<file path="src/rtl/shifter_output_rx_pkg.sv">
// shifter_link_pkg: shared framing constants and receiver state for the shifter error-count link
package shifter_link_pkg;
  localparam int CHAIN_W    = 12;
  localparam int N_CHAINS   = 4;
  localparam int FRAME_BITS = CHAIN_W * N_CHAINS;
  localparam int FCNT_W     = 16;
  localparam int POS_W      = $clog2(CHAIN_W);
  localparam int BCNT_W     = $clog2(FRAME_BITS);
  typedef enum logic {HUNT = 1'b0, RECV = 1'b1} rx_state_t;
endpackage

</file>
<file path="src/rtl/shifter_output_rx_if.sv">
// shifter_output_rx_if: serial link input and reconstructed error-count outputs
interface shifter_output_rx_if;
  import shifter_link_pkg::*;
  logic              DATA_IN;
  logic              FRAME_SYNC;
  logic [CHAIN_W-1:0] RX_ERROR_0_0;
  logic [CHAIN_W-1:0] RX_ERROR_0_1;
  logic [CHAIN_W-1:0] RX_ERROR_1_0;
  logic [CHAIN_W-1:0] RX_ERROR_1_1;
  logic              FRAME_VALID;
  logic              SYNC_ERR;
  logic [FCNT_W-1:0] FRAME_COUNT;
  logic              LOCKED;
  modport master (output DATA_IN, FRAME_SYNC,
                  input RX_ERROR_0_0, RX_ERROR_0_1, RX_ERROR_1_0, RX_ERROR_1_1,
                  FRAME_VALID, SYNC_ERR, FRAME_COUNT, LOCKED);
  modport slave (input DATA_IN, FRAME_SYNC,
                 output RX_ERROR_0_0, RX_ERROR_0_1, RX_ERROR_1_0, RX_ERROR_1_1,
                 FRAME_VALID, SYNC_ERR, FRAME_COUNT, LOCKED);
endinterface

</file>
<file path="src/rtl/shifter_output_rx_word.sv">
// shifter_rx_word: LSB-first deserializer for one chain word with load-enable and clear
module shifter_rx_word
  import shifter_link_pkg::*;
(
  input  logic               DATA_CLK,
  input  logic               RST,
  input  logic               clr,
  input  logic               en,
  input  logic               d,
  input  logic [POS_W-1:0]   pos,
  output logic [CHAIN_W-1:0] nxt
);
  logic [CHAIN_W-1:0] q;
  // nxt already includes this cycle's bit so the top can latch a completed word directly
  always_comb begin
    nxt = clr ? '0 : q;
    if (en) nxt[pos] = d;
  end
  // hold the partial word
  always_ff @(posedge DATA_CLK) begin
    if (!RST) q <= '0;
    else q <= nxt;
  end
endmodule

</file>
<file path="src/rtl/shifter_output_rx.sv">
// shifter_output_rx: receive side of the shifter link, rebuilds four 12-bit chain error counts
module shifter_output_rx
  import shifter_link_pkg::*;
(
  input logic DATA_CLK,
  input logic RST,
  shifter_output_rx_if.slave link
);
  rx_state_t          state;
  logic [BCNT_W-1:0]  bit_cnt;
  logic [1:0]         chain;
  logic [POS_W-1:0]   pos;
  logic               start, mid_sync, recv, done;
  logic [CHAIN_W-1:0] word [N_CHAINS];
  logic [CHAIN_W-1:0] rx [N_CHAINS];
  logic [FCNT_W-1:0]  fcnt;
  logic               frame_valid, sync_err;
  // start covers both first alignment in HUNT and realignment on an unexpected sync
  always_comb begin
    chain    = 2'(bit_cnt / BCNT_W'(CHAIN_W));
    pos      = POS_W'(bit_cnt % BCNT_W'(CHAIN_W));
    start    = link.FRAME_SYNC && (state == HUNT || bit_cnt != '0);
    mid_sync = start && state == RECV;
    recv     = state == RECV && !start;
    done     = recv && bit_cnt == BCNT_W'(FRAME_BITS - 1);
  end
  for (genvar i = 0; i < N_CHAINS; i++) begin : g_word
    shifter_rx_word u_word (
      .DATA_CLK (DATA_CLK),
      .RST      (RST),
      .clr      (start),
      .en       (start ? i == 0 : recv && chain == 2'(i)),
      .d        (link.DATA_IN),
      .pos      (start ? '0 : pos),
      .nxt      (word[i])
    );
  end
  // alignment state and bit position within the frame
  always_ff @(posedge DATA_CLK) begin
    if (!RST) begin
      state   <= HUNT;
      bit_cnt <= '0;
    end else if (start) begin
      state   <= RECV;
      bit_cnt <= BCNT_W'(1);
    end else if (recv) begin
      bit_cnt <= done ? '0 : bit_cnt + 1'b1;
    end
  end
  // latch complete frames atomically and pulse the status flags
  always_ff @(posedge DATA_CLK) begin
    if (!RST) begin
      rx          <= '{default: '0};
      fcnt        <= '0;
      frame_valid <= 1'b0;
      sync_err    <= 1'b0;
    end else begin
      frame_valid <= done;
      sync_err    <= mid_sync;
      if (done) begin
        rx   <= word;
        fcnt <= fcnt + 1'b1;
      end
    end
  end
  assign link.RX_ERROR_0_0 = rx[0];
  assign link.RX_ERROR_0_1 = rx[1];
  assign link.RX_ERROR_1_0 = rx[2];
  assign link.RX_ERROR_1_1 = rx[3];
  assign link.FRAME_VALID  = frame_valid;
  assign link.SYNC_ERR     = sync_err;
  assign link.FRAME_COUNT  = fcnt;
  assign link.LOCKED       = state == RECV;
endmodule
</file>
<file path="src/flat_wrapper.sv">
// flat-port wrapper written by rule: the top's interface ports become plain ports
module shifter_output_rx_flat import shifter_link_pkg::*;
  (DATA_CLK, RST, link_DATA_IN, link_FRAME_SYNC, link_RX_ERROR_0_0, link_RX_ERROR_0_1, link_RX_ERROR_1_0, link_RX_ERROR_1_1, link_FRAME_VALID, link_SYNC_ERR, link_FRAME_COUNT, link_LOCKED);
  shifter_output_rx_if link_i ();
  input logic DATA_CLK;
  input logic RST;
  input wire logic [$bits(link_i.DATA_IN)-1:0] link_DATA_IN;
  input wire logic [$bits(link_i.FRAME_SYNC)-1:0] link_FRAME_SYNC;
  output wire logic [$bits(link_i.RX_ERROR_0_0)-1:0] link_RX_ERROR_0_0;
  output wire logic [$bits(link_i.RX_ERROR_0_1)-1:0] link_RX_ERROR_0_1;
  output wire logic [$bits(link_i.RX_ERROR_1_0)-1:0] link_RX_ERROR_1_0;
  output wire logic [$bits(link_i.RX_ERROR_1_1)-1:0] link_RX_ERROR_1_1;
  output wire logic [$bits(link_i.FRAME_VALID)-1:0] link_FRAME_VALID;
  output wire logic [$bits(link_i.SYNC_ERR)-1:0] link_SYNC_ERR;
  output wire logic [$bits(link_i.FRAME_COUNT)-1:0] link_FRAME_COUNT;
  output wire logic [$bits(link_i.LOCKED)-1:0] link_LOCKED;
  assign link_i.DATA_IN = link_DATA_IN;
  assign link_i.FRAME_SYNC = link_FRAME_SYNC;
  assign link_RX_ERROR_0_0 = link_i.RX_ERROR_0_0;
  assign link_RX_ERROR_0_1 = link_i.RX_ERROR_0_1;
  assign link_RX_ERROR_1_0 = link_i.RX_ERROR_1_0;
  assign link_RX_ERROR_1_1 = link_i.RX_ERROR_1_1;
  assign link_FRAME_VALID = link_i.FRAME_VALID;
  assign link_SYNC_ERR = link_i.SYNC_ERR;
  assign link_FRAME_COUNT = link_i.FRAME_COUNT;
  assign link_LOCKED = link_i.LOCKED;
  shifter_output_rx u_core (.DATA_CLK(DATA_CLK), .RST(RST), .link(link_i));
endmodule
</file>
<file path="config.mk">
export PLATFORM = sky130hd
export DESIGN_NAME = shifter_output_rx_flat
export DESIGN_NICKNAME = d
export VERILOG_FILES = /design/src/rtl/shifter_output_rx_pkg.sv /design/src/rtl/shifter_output_rx_if.sv /design/src/rtl/shifter_output_rx_word.sv /design/src/rtl/shifter_output_rx.sv /design/src/flat_wrapper.sv
export SDC_FILE = /design/constraint.sdc
export NUM_CORES = 1
export LEC_CHECK = 0
export CAP_MARGIN = 0
export CORE_MARGIN = 2
export CORE_UTILIZATION = 43
export DETAILED_ROUTE_END_ITERATION = 8
export DONT_BUFFER_PORTS = 1
export PLACE_DENSITY = 0.67
export SETUP_SLACK_MARGIN = 0.5
export SYNTH_ARGS = -nofsm -noshare
export SYNTH_HDL_FRONTEND = slang
export SYNTH_HIERARCHICAL = 1
export SYNTH_SLANG_ARGS = --single-unit
</file>
<file path="constraint.sdc">
create_clock -name DATA_CLK -period 4 [get_ports DATA_CLK]
set_clock_uncertainty 0.05 [all_clocks]
set_input_delay 1.2 -clock DATA_CLK [delete_from_list [all_inputs] [get_ports DATA_CLK]]
set_output_delay 1.2 -clock DATA_CLK [all_outputs]
set_load 0.01 [all_outputs]
</file>
==> results.md <==
* Status: completed
* Die height at between 100 and 150 um
* Number of global-route vias before repair at roughly 4800
* Worst reg2reg path depth at 11
* Hold WC Path Type: reg2reg
* Top sig layer: met4
* Startpoint class of the critical path: register
* Min-delay src: u_core/link.RX_ERROR_0_0[2]
* Post-DP HPWL at 9070 um
* Met2 wire length at approximately 6500 um
* Vias per cell at 5.38
* Data arrival time of the worst path at 3.24 ns
* Period utilization at 75.4%
* Count of buffers from port buffering at 0
* Final Critical Period at 3.02 ns
* Post-Synthesis Cell Area at approximately 5900 um^2
* H-tree Lvls at 4
* CORE AREA at 13400 um^2
* R2R Path End: u_core/link.RX_ERROR_1_1[9]
* Layout cell share with drive strength beyond 1 at 14.8%
* Leak at 0.00275 uW
* Ranking of synthesized cells by area: dfxtp_1 (41%), nand2_1 (13%), mux2_2 (8.5%), mux2i_1 (8.4%), a21oi_1 (5.1%)
* Leading area contributor after synthesis: dfxtp_1
* Initial antenna violation count at 0
* Setup Buffers After CTS at 0
* Clock Sinks at 121
* Drt first pass iters at 4
* Distinct cell type count after synthesis at 44
* Top_reg_cell synth: dfxtp_1
* Slew headroom at 27.4%
* Setup TNS Final at 0 ns
* Top cell type's share of synthesized area at 40.7%
* Hold Vio Cnt, Final at 0
* Max-cap violations at 0
* M1 WL at 6240 um
* Mapped Avg Cell Area at around 8.3 um^2
* Wire per inst at 15.6 um
* Reg-to-Reg Start: u_core/bit_cnt[3]
* Largest net degree at the start of global routing at 56
* Max-slew violations at 0
* Layout Nets at 711
* Highest fanout seen on the critical path at 30
* Starting DRT DRC Count at 210
* Clock transition at path regs at 0.06 ns
* Die Wd at 122 um
* Area of the die at 14800 um^2
* Detail Route Antenna Nets at 0
* Diodes inserted at 0
* Sequential share of the synthesized area at 40.7%
* Post-synth EDFFs at 0
* Rows at 42
* Yosys reg bits at about 120
* Achievable Freq at approximately 0.33 GHz
* Setup Viol. Count Final at 0
* Crit. End Element: register
* Max clock buf depth at 2
* # resized after CTS at 0
* Syn Inst Count at 713
* Ys async rst share at 0%
* Ports at 71
* Hold Path Stages at 2
* Gpl congestion at 0.844
* WL met3 at 991 um
* Hold path endpoint: u_core/link.RX_ERROR_0_0[2]
* Kind of critical path: reg2reg
* P&R area growth vs syn at 12.1%
* Initial core utilization at between 40% and 50%
* Total nets after synthesis at 720
* Area after DPL at 6100 um^2
* CP required at 4.22 ns
* Final wirelength at 13900 um
* Clk Latency, worst-skew pair at 0.42 ns
* Hold_buf cts at 0
* Clock root buffer: clkbuf_16
* CTS tree: yes
* Total grt overflow at 0
* First-pass GRT wire length at 22800 um
* Worst Tran Pin Value at about 1.1 ns
* TritonCTS buffer count at 17
* Design area at 6670 um^2
* P per Cell Area at 414 nW/um^2
* Overall Global Routing Usage at roughly 20%
* VDD IR max at 0.000298 V
* Residual DRC count at 0
* Vias at between 4000 and 5000
* YS warnings at 6
* Worst R2R Setup Slack at 0.98 ns
* Unrepaired setup endpoints after global routing: false
[worst max-delay path: stages, from the launching register on]
cell and delay [ns]:
dfxtp_1 0.45, or3_1 0.42, o21ai_1 0.35, inv_1 0.14, buf_4 0.26, nor2_1 0.18, buf_4 0.19, and3b_1 0.22
and2_4 0.18, mux2_4 0.29, nand2_1 0.06, a21oi_1 0.06
[metrics by stage]
step                instances  total power [uW]  hold slack, ns  util [%]  worst slack, ns
global route              891              2850           0.476      49.8            0.736
detailed placement        861              1320           0.445      45.5            0.818
global placement          861              1320           0.445      45.5            0.911
CTS                       891              2800           0.453      49.8             1.01
finish                    891              2760           0.451      49.8            0.985
floorplan                 713              1310           0.431         -            0.750
[cell usage in the layout (no fill, tap or decap), types with 4 or more instances in the layout]
| master | instances |
|---|---|
| nor3b_2 | 4 |
| o21ai_0 | 9 |
| or3_1 | 9 |
| mux2i_1 | 50 |
| nor2_1 | 24 |
| nand3_1 | 14 |
| clkinv_2 | 4 |
| dfxtp_1 | 121 |
| clkbuf_16 | 17 |
| mux2_2 | 45 |
| xnor2_1 | 6 |
| inv_1 | 6 |
| and2_4 | 4 |
| and2b_1 | 14 |
| buf_4 | 11 |
| and3b_1 | 7 |
| nand4_1 | 6 |
| a21oi_1 | 61 |
| xor2_1 | 4 |
| nand2_1 | 205 |
| nor2b_1 | 44 |
[logic make-up after synthesis]
group | synth area share [%]
xor+xnor | 1.47
fa+ha+maj | 0.631
compound gates | 6.75
flops | 40.7
buf+inv | 3.11
mux | 17.8
simple gates | 29.5
[power breakdown]
part           total (uW)  switching, uW  internal, uW
Clock                1470            549           921
Sequential           1220           5.41          1210
Combinational        79.5           55.8          23.7
Total                2760            610          2150
[final cells by class]
cell class / instances / area [um^2]
clock buffers: 18 / 439
multi-input cells: 546 / 3350
inverters: 7 / 26.3
clock inverters: 12 / 129
repair buffers: 11 / 82.6
fillers: 1285 / 6730
well taps: 176 / 220
flip-flops and latches: 121 / 2420
[layer usage]
layer,vias to the layer above,global-route usage [%]
li1,2383,-
met1,2286,22.8
met2,106,32.3
met3,17,7.77
met4,0,7.47
met5,-,0
[flip-flops by register name, indices dropped and copies added (netlist names)]
register and flops:
u_core/bit_cnt 6, u_core/g_word.u_word/q 48, u_core/link.FRAME_COUNT 16, u_core/link.FRAME_VALID 1
u_core/link.LOCKED 1, u_core/link.RX_ERROR_0_0 12, u_core/link.RX_ERROR_0_1 12, u_core/link.RX_ERROR_1_0 12
u_core/link.RX_ERROR_1_1 12, u_core/link.SYNC_ERR 1
[worst max path at each step]
stage / from / end / slack [ns] / cells after the start
2_1_floorplan: link_FRAME_SYNC / u_core/link.RX_ERROR_1_0[9] / 0.75 / 8
3_3_place_gp: link_FRAME_SYNC / u_core/link.RX_ERROR_0_0[9] / 0.91 / 10
3_5_place_dp: link_FRAME_SYNC / u_core/link.RX_ERROR_1_1[9] / 0.82 / 10
4_1_cts: u_core/bit_cnt[3] / u_core/link.RX_ERROR_1_1[9] / 1.01 / 11
5_1_grt: u_core/bit_cnt[3] / u_core/link.RX_ERROR_1_1[9] / 0.74 / 11
6_report: u_core/bit_cnt[3] / u_core/link.RX_ERROR_1_1[9] / 0.98 / 11
[cells in the mapped netlist (all sizes together), types with 4 or more instances]
cell	instances
or3	9
and3b	9
xnor2	6
nor3b	4
dfxtp	121
and2b	14
a21oi	61
nand4	6
nand3	14
inv	7
nand2	206
buf	12
mux2i	50
and3	5
nor2	25
xor2	4
o21ai	10
mux2	49
and2	6
clkbuf	27
nor2b	44
No activity file was read; power rests on OpenSTA's default activity.
